## config.mk

```make
export PLATFORM = sky130hd
export DESIGN_NAME = pipe_stage
export DESIGN_NICKNAME = d
export VERILOG_FILES = /design/src/rtl/pipe_pkg.sv /design/src/rtl/sat_counter.sv /design/src/rtl/pipe_stage.sv
export SDC_FILE = /design/constraint.sdc
export NUM_CORES = 1
export LEC_CHECK = 0
export CAP_MARGIN = 20
export CORE_MARGIN = 2
export CORE_UTILIZATION = 37
export CTS_BUF_LIST = sky130_fd_sc_hd__clkbuf_2 sky130_fd_sc_hd__clkbuf_4 sky130_fd_sc_hd__clkbuf_8
export DETAILED_ROUTE_END_ITERATION = 10
export SYNTH_ARGS = -nofsm -noshare
export SYNTH_HDL_FRONTEND = slang
export SYNTH_SLANG_ARGS = --single-unit
```

## constraint.sdc

```tcl
create_clock -name clk -period 1.9 [get_ports clk]
set_input_delay 0.38 -clock clk [delete_from_list [all_inputs] [get_ports clk]]
set_output_delay 0.38 -clock clk [all_outputs]
set_load 0.1 [all_outputs]
```

## src/rtl/pipe_pkg.sv

```systemverilog
// Shared types and helpers for the elastic pipeline stage.
// Occupancy encoding for the skid FSM and the counter saturation limit.
package pipe_pkg;

  typedef enum logic [1:0] {
    OCC_EMPTY = 2'd0,
    OCC_ONE   = 2'd1,
    OCC_FULL  = 2'd2
  } occ_e;

  // All-ones value of a w-bit counter, returned in a 64-bit container.
  function automatic logic [63:0] sat_limit(input int unsigned w);
    if (w >= 64)
      sat_limit = '1;
    else
      sat_limit = (64'd1 << w) - 64'd1;
  endfunction

endpackage

```

## src/rtl/sat_counter.sv

```systemverilog
// Saturating event counter: +1 per cycle with inc high, sticks at all-ones.
// Synchronous active-high reset clears it; result visible the cycle after the event.
module sat_counter
  import pipe_pkg::*;
#(
  parameter int CNT_W = 16
) (
  input  logic             clk,
  input  logic             reset,
  input  logic             inc,
  output logic [CNT_W-1:0] cnt
);

  localparam logic [CNT_W-1:0] CNT_MAX = CNT_W'(sat_limit(CNT_W));

  always_ff @(posedge clk) begin
    if (reset)
      cnt <= '0;
    else if (inc && (cnt != CNT_MAX))
      cnt <= cnt + 1'b1;
  end

endmodule

```

## src/rtl/pipe_stage.sv

```systemverilog
// Elastic valid/ready pipeline register, 1-cycle latency, with flush and optional skid entry.
// SKID=1 registers in_ready (absorbs one beat under backpressure); SKID=0 passes ready through.
module pipe_stage
  import pipe_pkg::*;
#(
  parameter int WIDTH = 16,
  parameter int SKID  = 1,
  parameter int CNT_W = 16
) (
  input  logic             clk,
  input  logic             reset,
  input  logic             flush,
  input  logic             in_valid,
  output logic             in_ready,
  input  logic [WIDTH-1:0] in_data,
  output logic             out_valid,
  input  logic             out_ready,
  output logic [WIDTH-1:0] out_data,
  output logic [CNT_W-1:0] stall_cnt,
  output logic [CNT_W-1:0] bubble_cnt
);

  logic in_xfer;
  logic out_xfer;

  assign in_xfer  = in_valid & in_ready;
  assign out_xfer = out_valid & out_ready;

  generate
    if (SKID != 0) begin : g_skid
      occ_e             state;
      logic [WIDTH-1:0] main_q;
      logic [WIDTH-1:0] skid_q;

      assign out_valid = (state != OCC_EMPTY);
      assign out_data  = main_q;
      assign in_ready  = (state != OCC_FULL) | flush;

      // main_q is the output register; skid_q only holds the beat that arrived while stalled.
      always_ff @(posedge clk) begin
        if (reset || flush) begin
          state  <= OCC_EMPTY;
          main_q <= '0;
          skid_q <= '0;
        end else begin
          case (state)
            OCC_EMPTY: begin
              if (in_xfer) begin
                main_q <= in_data;
                state  <= OCC_ONE;
              end
            end
            OCC_ONE: begin
              if (in_xfer && out_xfer) begin
                main_q <= in_data;
              end else if (in_xfer) begin
                skid_q <= in_data;
                state  <= OCC_FULL;
              end else if (out_xfer) begin
                main_q <= '0;
                state  <= OCC_EMPTY;
              end
            end
            OCC_FULL: begin
              if (out_xfer) begin
                main_q <= skid_q;
                skid_q <= '0;
                state  <= OCC_ONE;
              end
            end
            default: begin
              state  <= OCC_EMPTY;
              main_q <= '0;
              skid_q <= '0;
            end
          endcase
        end
      end
    end else begin : g_flop
      logic             valid_q;
      logic [WIDTH-1:0] main_q;

      assign out_valid = valid_q;
      assign out_data  = main_q;
      assign in_ready  = ~valid_q | out_ready | flush;

      always_ff @(posedge clk) begin
        if (reset || flush) begin
          valid_q <= 1'b0;
          main_q  <= '0;
        end else if (in_xfer) begin
          valid_q <= 1'b1;
          main_q  <= in_data;
        end else if (out_xfer) begin
          valid_q <= 1'b0;
          main_q  <= '0;
        end
      end
    end
  endgenerate

  sat_counter #(.CNT_W(CNT_W)) u_stall_cnt (
    .clk   (clk),
    .reset (reset),
    .inc   (out_valid & ~out_ready),
    .cnt   (stall_cnt)
  );

  sat_counter #(.CNT_W(CNT_W)) u_bubble_cnt (
    .clk   (clk),
    .reset (reset),
    .inc   (~out_valid & out_ready),
    .cnt   (bubble_cnt)
  );

endmodule
```

==> summary.md <==
| Metric | Value |
|---|---|
| Status | finished, final reports clean |
| CTS tree | done |
| Max stage delay cell, worst path | clkdlybuf4s50_1 |
| Setup Crit Path Kind | primary input to register |
| Largest cells by area after synthesis | dfxtp_1 41%, mux2i_1 6.2%, nor2_1 5.9%, a222oi_1 4.9%, mux2_2 4.9% |
| Htree depth | 3 |
| Yosys top cell area share | 40.7% |
| Nets@finish | 466 |
| Largest net degree at the start of global routing | 36 |
| Routability cong. | 0.804 |
| Leading cell types by count after synthesis | 66 x dfxtp_1, 51 x nor2_1, 25 x a21oi_1, 21 x and2_1, 20 x mux2i_1 |
| Max VDD drop | 0.533 mV |
| Seq/Total Area, Yosys | 40.7% |
| Slowest stage delay, CP | 0.53 ns |
| Reg area | 0.00142 mm^2 |
| Synthesized Nets | 383 |
| GRT Total Usage | 16.8% |
| Port bufs | 70 |
| EDFF count, synth | 0 |
| Final wirelength | 7950 um |
| Post-DR wirelength/cell | 14.3 um |
| Clock buffer depth | 2 |
| Synth Cell Area | 0.00325 mm^2 |
| Unrepaired setup endpoints after global routing | false |
| Initial antenna violation count | 0 |
| Initial Util | 37.6% |
| Filler instances | 782 |
| Core area | 0.00864 mm^2 |
| YS warnings | 0 |
| Die Ht | 97.7 um |
| Synth Flop Type | dfxtp_1 |
| TritonRoute pass-1 iters | 5 |
| Worst path bufs/invs | 1 |
| Setup_tns | 0 ns |
| Die W | 97.7 um |
| Worst-margin pin slew | 0.473 ns |
| Endpoints failing hold | 0 |
| DRC | 0 |
| Area post-placement | 0.00453 mm^2 |
| Final min period | 1.80 ns |
| Number of synthesized register bits | 66 |
| Rel. slew slack | 68.2% |
| Num CTS Buffers | 9 |
| Vias in the first global route | 2,718 |
| Crit Path Max Fanout | 6 |
| Hold crit path type | register to register |
| Post-DP HPWL | 5560 um |
| Reg clk slew, reported paths | 0.08 ns |
| Post-DRT Antenna Nets | 0 |
| Final setup viols | 0 |
| Post-synth top area cell | dfxtp_1 |
| Max Clock Skew | 0.00928 ns |
| Fmax | 555 MHz |
| Share of layout cells above drive strength 1 | 33.5% |
| Area of the multi-input gates | 0.00180 mm^2 |
| Slew Limit Fails | 0 |
| Initial DRC count | 127 |
| Antenna Cells | 0 |
| # clock sinks | 66 |
| Post-Synthesis Cells | 360 |
| Vias/cell | 5.41 |
| Total grt overflow | 0 |
| CTS hold repair buffers | 0 |
| Die area | 0.00954 mm^2 |
| Root buffer cell | clkbuf_8 |
| P per Cell Area | 663 mW/mm^2 |
| I/O pin count | 71 |
| Top cell family by delay on the critical path | simple AND/OR/NAND/NOR gates |
| Crit start category | primary input |
| Post-route clock period utilization | 94.8% |
| Synth Area per Inst | 9.02 um^2 |
| Worst path required time | 2.13 ns |
| Asr flop ratio synth | 0% |
| Arrival @ worst endpoint | 2.03 ns |
| First-pass GRT wire length | 13,200 um |
| CP Capture Type | register |
| Design area | 0.00477 mm^2 |
| Synth unique cells | 48 |
| P&R area growth vs syn | 46.7% |
| Post-CTS Setup Inserts | 0 |
| Maxcap violations | 0 |
| Worst skew pair latency | 0.34 ns |
| Worst path cell trace | clkdlybuf4s50_1 > or3b_1 > nor4_1 > mux2_2 |
| Core Rows | 34 |
| Routed vias | 3,008 |
| Leakage power | 1.82 nW |
| Most common cell in the synthesized netlist | dfxtp_1 |
[cell usage in the layout (no fill, tap or decap), drive strengths merged, types with 2 or more instances in the layout]
| cell type | instances |
|---|---|
| clkbuf | 10 |
| or4 | 7 |
| clkinv | 3 |
| nor3 | 4 |
| nand3 | 10 |
| mux2 | 14 |
| dfxtp | 66 |
| nor2b | 17 |
| and3 | 5 |
| a311oi | 2 |
| o31ai | 6 |
| or2 | 2 |
| ha | 2 |
| a222oi | 16 |
| a21oi | 25 |
| nor2 | 51 |
| nand4 | 12 |
| bufinv | 2 |
| a211oi | 2 |
| o21ai | 4 |
| o22a | 2 |
| and2 | 21 |
| and4 | 3 |
| o311ai | 2 |
| nor4 | 6 |
| or3 | 3 |
| buf | 75 |
| inv | 6 |
| mux2i | 20 |
| and2b | 2 |
| nor3b | 2 |
| nand2 | 14 |
| o41ai | 3 |
| clkdlybuf4s50 | 20 |
[kinds of logic (layout without fill, tap and decap cells)]
logic type / after synthesis / after routing / share of synthesized area, %
AO/OA/AOI/OAI: 69 / 69 / 15.6
AND/OR/NAND/NOR: 161 / 161 / 28.0
flip-flops: 66 / 66 / 40.7
buffers and inverters: 28 / 116 / 3.93
multiplexers: 34 / 34 / 11.0
adder cells (fa/ha/maj): 2 / 2 / 0.770
[final timing paths]
path	startpoint	end	slack, ns	cells after the start
min reg2reg	u_stall_cnt.cnt[9]$_SDFFE_PP0P_	u_stall_cnt.cnt[9]$_SDFFE_PP0P_	0.49	1
max	out_ready	u_bubble_cnt.cnt[8]$_SDFFE_PP0P_	0.1	4
max reg2reg	u_bubble_cnt.cnt[13]$_SDFFE_PP0P_	u_bubble_cnt.cnt[0]$_SDFFE_PP0P_	0.20	4
min	u_stall_cnt.cnt[9]$_SDFFE_PP0P_	u_stall_cnt.cnt[9]$_SDFFE_PP0P_	0.49	1
[worst reg2reg max path: cells and delay by family (launching register included)]
family          cells  cell delay (ns)
compound gates      1             0.19
flops               1             0.40
mux                 1             0.30
simple gates        2             0.71
[final cells by class]
class / instances / area share (%)
flip-flops and latches: 66 / 29.8
multi-input cells: 266 / 37.8
inverters: 5 / 0.394
clock buffers: 10 / 2.89
clock inverters: 6 / 1.86
well taps: 108 / 2.84
repair buffers: 95 / 24.4
[report_power, final]
group	total [mW]	leakage (nW)	switching [mW]	internal, mW
combinational	0.419	1.15	0.256	0.163
sequential	1.39	0.557	0.0193	1.37
clock	1.35	0.117	0.570	0.778
total	3.16	1.82	0.845	2.32
[metal layers]
layer	global-route usage [%]	up-vias	share of wire (%)
met5	0	-	0
met2	27.6	73	48
met1	20.7	1428	44
met3	6.04	4	6.4
met4	4.70	0	0.72
li1	-	1503	-
[what timing repair did]
action	in CTS	in global routing
pin swaps	0	0
resized for setup	2	3
setup endpoints to repair	1	2
[metrics by stage]
step	hold slack, ns	setup slack [ns]	utilization [%]	std cells	total power, mW
floorplan	0.461	-0.0127	-	360	1.69
global placement	0.474	-0.221	52.5	540	1.84
detailed placement	0.477	-0.250	52.5	540	1.85
CTS	0.488	0.0632	55.1	556	3.21
global route	0.509	0.0197	55.2	556	3.28
finish	0.485	0.0992	55.2	556	3.16
[registers in the layout (all words and copies together) (netlist names)]
signal,count
u_stall_cnt.cnt,16
g_skid.state,2
g_skid.skid_q,16
out_data,16
u_bubble_cnt.cnt,16
Note: power is estimated with default switching activity, not from simulation.
